## src/rtl/apu_pkg.sv

```systemverilog
// Shared APU constants: frame-sequencer mode encoding, step indices and $4017 field positions.
package apu_pkg;

    localparam logic MODE_4STEP = 1'b0;
    localparam logic MODE_5STEP = 1'b1;

    localparam int unsigned MODE_BIT    = 7;
    localparam int unsigned INHIBIT_BIT = 6;

    typedef enum logic [2:0] {
        STEP0 = 3'd0,
        STEP1 = 3'd1,
        STEP2 = 3'd2,
        STEP3 = 3'd3,
        STEP4 = 3'd4
    } step_e;

endpackage

```

## src/rtl/apu_frame_sequencer_if.sv

```systemverilog
// Frame sequencer bus: CPU tick, $4017 write path, IRQ ack and the frame strobes.
interface apu_frame_sequencer_if;

    logic       iTick;
    logic       iWrite;
    logic [7:0] iData;
    logic       iIrqAck;
    logic       oQuarterFrame;
    logic       oHalfFrame;
    logic       oIrq;
    logic       oMode;

    modport slave (
        input  iTick,
        input  iWrite,
        input  iData,
        input  iIrqAck,
        output oQuarterFrame,
        output oHalfFrame,
        output oIrq,
        output oMode
    );

    modport master (
        output iTick,
        output iWrite,
        output iData,
        output iIrqAck,
        input  oQuarterFrame,
        input  oHalfFrame,
        input  oIrq,
        input  oMode
    );

endinterface

```

## src/rtl/apu_frame_sequencer_frame_divider.sv

```systemverilog
// STEP_PERIOD prescaler on the CPU tick; the clear input restarts the count and swallows that tick.
module frame_divider #(
    parameter int unsigned STEP_PERIOD = 7457
) (
    input  logic iClk,
    input  logic iReset,
    input  logic iTick,
    input  logic iClear,
    output logic oStep_c
);

    localparam int unsigned CNT_W = $clog2(STEP_PERIOD);
    localparam logic [CNT_W-1:0] CNT_LAST = CNT_W'(STEP_PERIOD - 1);

    logic [CNT_W-1:0] r_cnt;
    logic             w_wrap;

    assign w_wrap  = (r_cnt == CNT_LAST);
    assign oStep_c = iTick && !iClear && w_wrap;

    always_ff @(posedge iClk) begin
        if (iReset || iClear) begin
            r_cnt <= '0;
        end else if (iTick) begin
            r_cnt <= w_wrap ? '0 : r_cnt + CNT_W'(1);
        end
    end

endmodule

```

## src/rtl/apu_frame_sequencer.sv

```systemverilog
// NES APU frame sequencer: quarter/half-frame strobes, 4/5-step mode and frame IRQ.
// Build option: define FRAME_SEQ_IRQ_EN to include the IRQ flag, inhibit bit and ack path.
module apu_frame_sequencer
    import apu_pkg::*;
#(
    parameter int unsigned STEP_PERIOD = 7457
) (
    input logic                   iClk,
    input logic                   iReset,
    apu_frame_sequencer_if.slave  bus
);

    step_e r_step;
    step_e w_step_nxt;
    logic  r_mode;
    logic  w_mode_nxt;
    logic  r_quarter;
    logic  w_quarter_nxt;
    logic  r_half;
    logic  w_half_nxt;
    logic  w_step_c;

    frame_divider #(
        .STEP_PERIOD (STEP_PERIOD)
    ) u_divider (
        .iClk    (iClk),
        .iReset  (iReset),
        .iTick   (bus.iTick),
        .iClear  (bus.iWrite),
        .oStep_c (w_step_c)
    );

`ifdef FRAME_SEQ_IRQ_EN
    logic r_inhibit;
    logic w_inhibit_nxt;
    logic r_irq;
    logic w_irq_nxt;
    logic w_unused;

    assign w_unused = ^{1'b0, bus.iData[5:0]};
`else
    logic w_unused;

    assign w_unused = ^{1'b0, bus.iData[6:0], bus.iIrqAck};
`endif

    always_ff @(posedge iClk) begin
        if (iReset) begin
            r_step    <= STEP0;
            r_mode    <= MODE_4STEP;
            r_quarter <= 1'b0;
            r_half    <= 1'b0;
        end else begin
            r_step    <= w_step_nxt;
            r_mode    <= w_mode_nxt;
            r_quarter <= w_quarter_nxt;
            r_half    <= w_half_nxt;
        end
    end

`ifdef FRAME_SEQ_IRQ_EN
    always_ff @(posedge iClk) begin
        if (iReset) begin
            r_inhibit <= 1'b0;
            r_irq     <= 1'b0;
        end else begin
            r_inhibit <= w_inhibit_nxt;
            r_irq     <= w_irq_nxt;
        end
    end
`endif

    // Next step and fire map; a write restarts the sequence and overrides the step strobe.
    always_comb begin
        w_step_nxt    = r_step;
        w_mode_nxt    = r_mode;
        w_quarter_nxt = 1'b0;
        w_half_nxt    = 1'b0;
`ifdef FRAME_SEQ_IRQ_EN
        w_inhibit_nxt = r_inhibit;
        w_irq_nxt     = r_irq;
        if (bus.iIrqAck) begin
            w_irq_nxt = 1'b0;
        end
`endif
        if (bus.iWrite) begin
            w_step_nxt    = STEP0;
            w_mode_nxt    = bus.iData[MODE_BIT];
            w_quarter_nxt = bus.iData[MODE_BIT];
            w_half_nxt    = bus.iData[MODE_BIT];
`ifdef FRAME_SEQ_IRQ_EN
            w_inhibit_nxt = bus.iData[INHIBIT_BIT];
            if (bus.iData[INHIBIT_BIT]) begin
                w_irq_nxt = 1'b0;
            end
`endif
        end else if (w_step_c) begin
            case (r_step)
                STEP0: begin
                    w_quarter_nxt = 1'b1;
                    w_step_nxt    = STEP1;
                end
                STEP1: begin
                    w_quarter_nxt = 1'b1;
                    w_half_nxt    = 1'b1;
                    w_step_nxt    = STEP2;
                end
                STEP2: begin
                    w_quarter_nxt = 1'b1;
                    w_step_nxt    = STEP3;
                end
                STEP3: begin
                    if (r_mode == MODE_5STEP) begin
                        w_step_nxt = STEP4;
                    end else begin
                        w_quarter_nxt = 1'b1;
                        w_half_nxt    = 1'b1;
                        w_step_nxt    = STEP0;
`ifdef FRAME_SEQ_IRQ_EN
                        if (!r_inhibit) begin
                            w_irq_nxt = 1'b1;
                        end
`endif
                    end
                end
                STEP4: begin
                    w_quarter_nxt = 1'b1;
                    w_half_nxt    = 1'b1;
                    w_step_nxt    = STEP0;
                end
                default: begin
                    w_step_nxt = STEP0;
                end
            endcase
        end
    end

    assign bus.oQuarterFrame = r_quarter;
    assign bus.oHalfFrame    = r_half;
    assign bus.oMode         = r_mode;
`ifdef FRAME_SEQ_IRQ_EN
    assign bus.oIrq          = r_irq;
`else
    assign bus.oIrq          = 1'b0;
`endif

endmodule

```

## src/flat_wrapper.sv

```systemverilog
// flat-port wrapper written by rule: the top's interface ports become plain ports
module apu_frame_sequencer_flat import apu_pkg::*;
#(
    parameter int unsigned STEP_PERIOD = 7457
)
  (iClk, iReset, bus_iTick, bus_iWrite, bus_iData, bus_iIrqAck, bus_oQuarterFrame, bus_oHalfFrame, bus_oIrq, bus_oMode);
  apu_frame_sequencer_if bus_i ();
  input logic iClk;
  input logic iReset;
  input wire logic [$bits(bus_i.iTick)-1:0] bus_iTick;
  input wire logic [$bits(bus_i.iWrite)-1:0] bus_iWrite;
  input wire logic [$bits(bus_i.iData)-1:0] bus_iData;
  input wire logic [$bits(bus_i.iIrqAck)-1:0] bus_iIrqAck;
  output wire logic [$bits(bus_i.oQuarterFrame)-1:0] bus_oQuarterFrame;
  output wire logic [$bits(bus_i.oHalfFrame)-1:0] bus_oHalfFrame;
  output wire logic [$bits(bus_i.oIrq)-1:0] bus_oIrq;
  output wire logic [$bits(bus_i.oMode)-1:0] bus_oMode;
  assign bus_i.iTick = bus_iTick;
  assign bus_i.iWrite = bus_iWrite;
  assign bus_i.iData = bus_iData;
  assign bus_i.iIrqAck = bus_iIrqAck;
  assign bus_oQuarterFrame = bus_i.oQuarterFrame;
  assign bus_oHalfFrame = bus_i.oHalfFrame;
  assign bus_oIrq = bus_i.oIrq;
  assign bus_oMode = bus_i.oMode;
  apu_frame_sequencer #(.STEP_PERIOD(STEP_PERIOD)) u_core (.iClk(iClk), .iReset(iReset), .bus(bus_i));
endmodule
```

## config.mk

```make
export PLATFORM = sky130hd
export DESIGN_NAME = apu_frame_sequencer_flat
export DESIGN_NICKNAME = d
export VERILOG_FILES = /design/src/rtl/apu_pkg.sv /design/src/rtl/apu_frame_sequencer_if.sv /design/src/rtl/apu_frame_sequencer_frame_divider.sv /design/src/rtl/apu_frame_sequencer.sv /design/src/flat_wrapper.sv
export SDC_FILE = /design/constraint.sdc
export NUM_CORES = 1
export LEC_CHECK = 0
export CORE_MARGIN = 2
export CORE_UTILIZATION = 45
export CTS_CLUSTER_DIAMETER = 40
export DETAILED_ROUTE_END_ITERATION = 16
export HOLD_SLACK_MARGIN = 0.08
export PLACE_DENSITY = 0.74
export SLEW_MARGIN = 20
export SYNTH_ARGS = -nofsm -noshare
export SYNTH_HDL_FRONTEND = slang
export SYNTH_SLANG_ARGS = --single-unit
export TNS_END_PERCENT = 5
```

## constraint.sdc

```tcl
create_clock -name iClk -period 4.53 [get_ports iClk]
set_input_delay 0.6795 -clock iClk [delete_from_list [all_inputs] [get_ports iClk]]
set_output_delay 0.6795 -clock iClk [all_outputs]
set_load 0.1 [all_outputs]
```

### After elaboration in Yosys (flattened, before gate mapping)

Cells that the tools add are included.

* add/sub/neg operators: 1
* equal/unequal tests: 5
* muxes and demuxes: 10
* reductions and logical operators: 8

Operators with widths (number)
* $add 13x1->13 const B: 1
* $eq 13x13->1 const B: 1
* $mux 13: 1
* $pmux 3 s4: 1
* $eq 3x2->1 const B: 2
* $mux 1: 5
* $pmux 1 s2: 2
* $reduce_or 2->1: 2
* $reduce_or 4->1: 1
* $eq 3x1->1 const B: 1
* $eq 3x3->1 const B: 1
* $logic_not 3->1: 1
* $mux 3: 1
* $logic_and 1x1->1: 2
* $logic_not 1->1: 1
* $logic_or 1x1->1: 1

* bits in registers: 19
* input bits: 13
* output and inout bits: 4
* logic and storage cells: 29

### Logic depth before layout (Yosys ltp)

* word-level depth: 5
* depth in mapped cells: 7
* mapped depth without buffers: 6

### Modules after synthesis

Synthesis repeated with hierarchy kept, for this count alone.

* cell total of the unflattened synthesis: 103
* area, all modules: 932.1 um2

Modules (own cells, without submodules)
* frame_divider: times used 1, cells each 72, area an instance 646.9 um2
* apu_frame_sequencer: times used 1, cells each 31, area an instance 285.3 um2

### Worst setup path before layout

No wires, ideal clock.

* path type: input to register
* start point: in bus_iTick
* end point: reg u_core.u_divider.r_cnt[0]
* setup time: 0.115 ns
* data arrival time: 2.082 ns
* data required time: 4.415 ns
* setup slack: 2.334 ns
* cell stages on the path: 6
* cell sequence: buf_4 -> or4b_4 -> nor4_4 -> or3_2 -> buf_4 -> nor2_1

RTL lines
* from (decl): line flat_wrapper.sv:10 `input wire logic [$bits(bus_i.iTick)-1:0] bus_iTick;`
* to (signal assigned): line apu_frame_sequencer_frame_divider.sv:25 `r_cnt <= w_wrap ? '0 : r_cnt + CNT_W'(1);`
* to (decl): line apu_frame_sequencer_frame_divider.sv:15 `logic [CNT_W-1:0] r_cnt;`

==> metrics <==
status=complete, no violations; Slew @ Worst Pin=0.972 ns; Chip Width=approximately 50 microns; register area share after synthesis=0.412; Slew headroom=0.350; Main synth FF type=dfxtp_1; P per Cell Area=273 nW/um^2; Final Wtd Congestion=about 0.8; Final Critical Period=2.52 ns; port bufs=7; grt ovf=0; WP data arrival=approximately 2.7 ns; layout cells sized above 1=0.0818; io pins=17; # Post-CTS Setup Buffers=0; # nets final=126; top cells by area, synth=dfxtp_1 41%, xnor2_1 7.6%, nor2_1 6.9%; Final ANT Viol Nets=0; Inserted Clock Buffers=3; sequential share of power=0.605; synth cell count leaders=19 x dfxtp_1, 17 x nor2_1, 8 x xnor2_1; WL/cell=roughly 11 microns; TritonRoute pass-1 iters=4; Critical Path RT=4.71 ns; max-cap viol count=0; fmax=396 MHz; RSZ-0062 raised after global routing=false; r2r setup slk=2.56 ns; Fin. Hold Viols=0; Yosys top cell area share=0.412; Mapped Nets=117; Die H=49.3 microns; Setup CP Type=in2reg; CP startpoint kind=input port; clock tree from TritonCTS=done; switching portion of total power=0.248; Root Buffer Master=clkbuf_4; Clock power frac=0.296; vias in the first global route=approximately 630; Syn Area/Cell=between 9 and 10 sq um; max incr delay on CP=0.62 ns; Mapped Cells=102; Final Setup Violations=0; WHS=0.512 ns; clock buffer depth=2; number of cells on the critical path=5; hold path cells=2; num rows=16; Total GRT Usage=0.140; skew final=around 0.0052 ns; worst vdd ir=0.000154 V; drc violations=0; Post-synth EDFFs=0; Sw Pwr=69.8 uW; setup TNS=0 ns; Netlist cell types=29; Via-to-Cell Ratio=4.98; cell with the most instances after synthesis=dfxtp_1; leakage power=~0.32 nW; dominant cell type by area after synthesis=dfxtp_1; CORE AREA=1940 sq um; Cell Count, Final, Fillers Out=137; Post-CTS Hold Buffers=0; combinational power share=0.098; slowest cell on the critical path=clkdlybuf4s50_1; number of antenna violations at the first check in global routing=0; Initial DRC Count=8; H-tree depth=1; Cell Area, Synth=923 sq um; crit-path max FO=13; delay-heaviest family, CP=simple AND/OR/NAND/NOR gates; Int Power=about 210 uW; CTS sink cnt=19; Synth warnings=0; Initial Util=0.476; post-cts sizing count=0; fin crit share=0.557; pin count of the biggest net entering global routing=14; area added between synthesis and finish=11.7%; FF+latch count, synth=19; first-pass GRT wire length=2630 microns; Worst Setup End Kind=register; vias=682; final wirelength=1440 microns; fin. max-slew vios=0; HPWL Detailed=1090 microns; placed cells=roughly 130; ANT cells=0; Async SR Flop Fraction=0; worst reg2reg path depth=6; CP bufs+invs=1; clock-pin slew on the worst setup and hold paths=0.10 ns; worst hold path type=reg2reg; worst skew pair latency=between 0.2 and 0.3 ns; Total Die Area=2430 sq um; CP Cell Sequence=clkdlybuf4s50_1 > or4b_4 > nor4_4 > or3_2 > nor2_1
-- kinds of logic (layout without fill, tap and decap cells) --
logic type                 after synthesis  in the layout  share of synthesized area
adders and majority gates                2              2                     0.0271
xor gates and xnor gates                12             12                      0.114
muxes                                    5              5                     0.0556
DFF                                     19             19                      0.412
and+or+nand+nor                         50             50                      0.304
buffers and inverters                    7             15                     0.0406
other                                    1              1                    0.00406
AOI/OAI and AO/OA                        6              6                     0.0434
-- worst min-delay path, cell delays in order, from the launching register on --
cell and delay [ns]:
dfxtp_1 0.35, nand2b_1 0.07, a21oi_1 0.06
-- power by group through the flow --
stage / Combinational [mW] / Sequential, mW / Clock, mW
after global routing: 0.0297 / 0.171 / 0.0959
after CTS: 0.0281 / 0.170 / 0.0871
after detailed placement: 0.0280 / 0.174 / 0
after floorplan: 0.0124 / 0.183 / 0
final: 0.0277 / 0.170 / 0.0834
after global placement: 0.0276 / 0.174 / 0
-- metal layers --
metal / vias up / share of wire / global-route usage
met5: - / 0 / 0
met4: 0 / 0.021 / 0.100
met3: 2 / 0.016 / 0.0184
met2: 7 / 0.49 / 0.234
met1: 306 / 0.47 / 0.163
li1: 367 / - / -
-- final cells by class --
class | instances | area [sq um]
Fill cell | 204 | 911
Multi-Input combinational cell | 76 | 505
Sequential cell | 19 | 380
Timing Repair Buffer | 7 | 70.1
Tap cell | 27 | 33.8
Clock buffer | 4 | 26.3
Inverter | 4 | 15.0
-- sequential cells by signal, indices dropped and copies added (netlist names) --
| name | count |
|---|---|
| u_core.r_step | 3 |
| u_core.u_divider.r_cnt | 13 |
| u_core.bus.oQuarterFrame | 1 |
| u_core.bus.oHalfFrame | 1 |
| u_core.bus.oMode | 1 |
-- stage by stage --
step	setup slack, ns	cell area [sq um]	utilization	total power [mW]
after global placement	1.69	1000	0.517	0.202
final	2.01	1030	0.531	0.281
after CTS	1.98	1030	0.531	0.285
after detailed placement	1.67	1000	0.517	0.202
after floorplan	2.33	923	-	0.195
after global routing	1.91	1030	0.531	0.296
-- path summary, 6_finish.rpt --
check / start / end
setup / recovery: bus_iTick / u_core.u_divider.r_cnt[0]
hold / removal: u_core.bus.oMode / u_core.bus.oMode
setup reg to reg: u_core.u_divider.r_cnt[0] / u_core.u_divider.r_cnt[0]
hold reg to reg: u_core.bus.oMode / u_core.bus.oMode
-- placed cells by master, fill, tap and decap left out, types with 2 or more instances in the layout --
master / n
dfxtp_1: 19
nand4_1: 3
xor2_1: 4
mux2i_1: 4
nor3_1: 4
xnor2_1: 8
nand2_1: 7
nor4_1: 3
nand3_1: 5
a21oi_1: 3
inv_1: 4
nor2_1: 17
clkdlybuf4s50_1: 7
ha_1: 2
clkbuf_4: 3
nand3b_1: 2
Note: power is estimated with default switching activity, not from simulation.
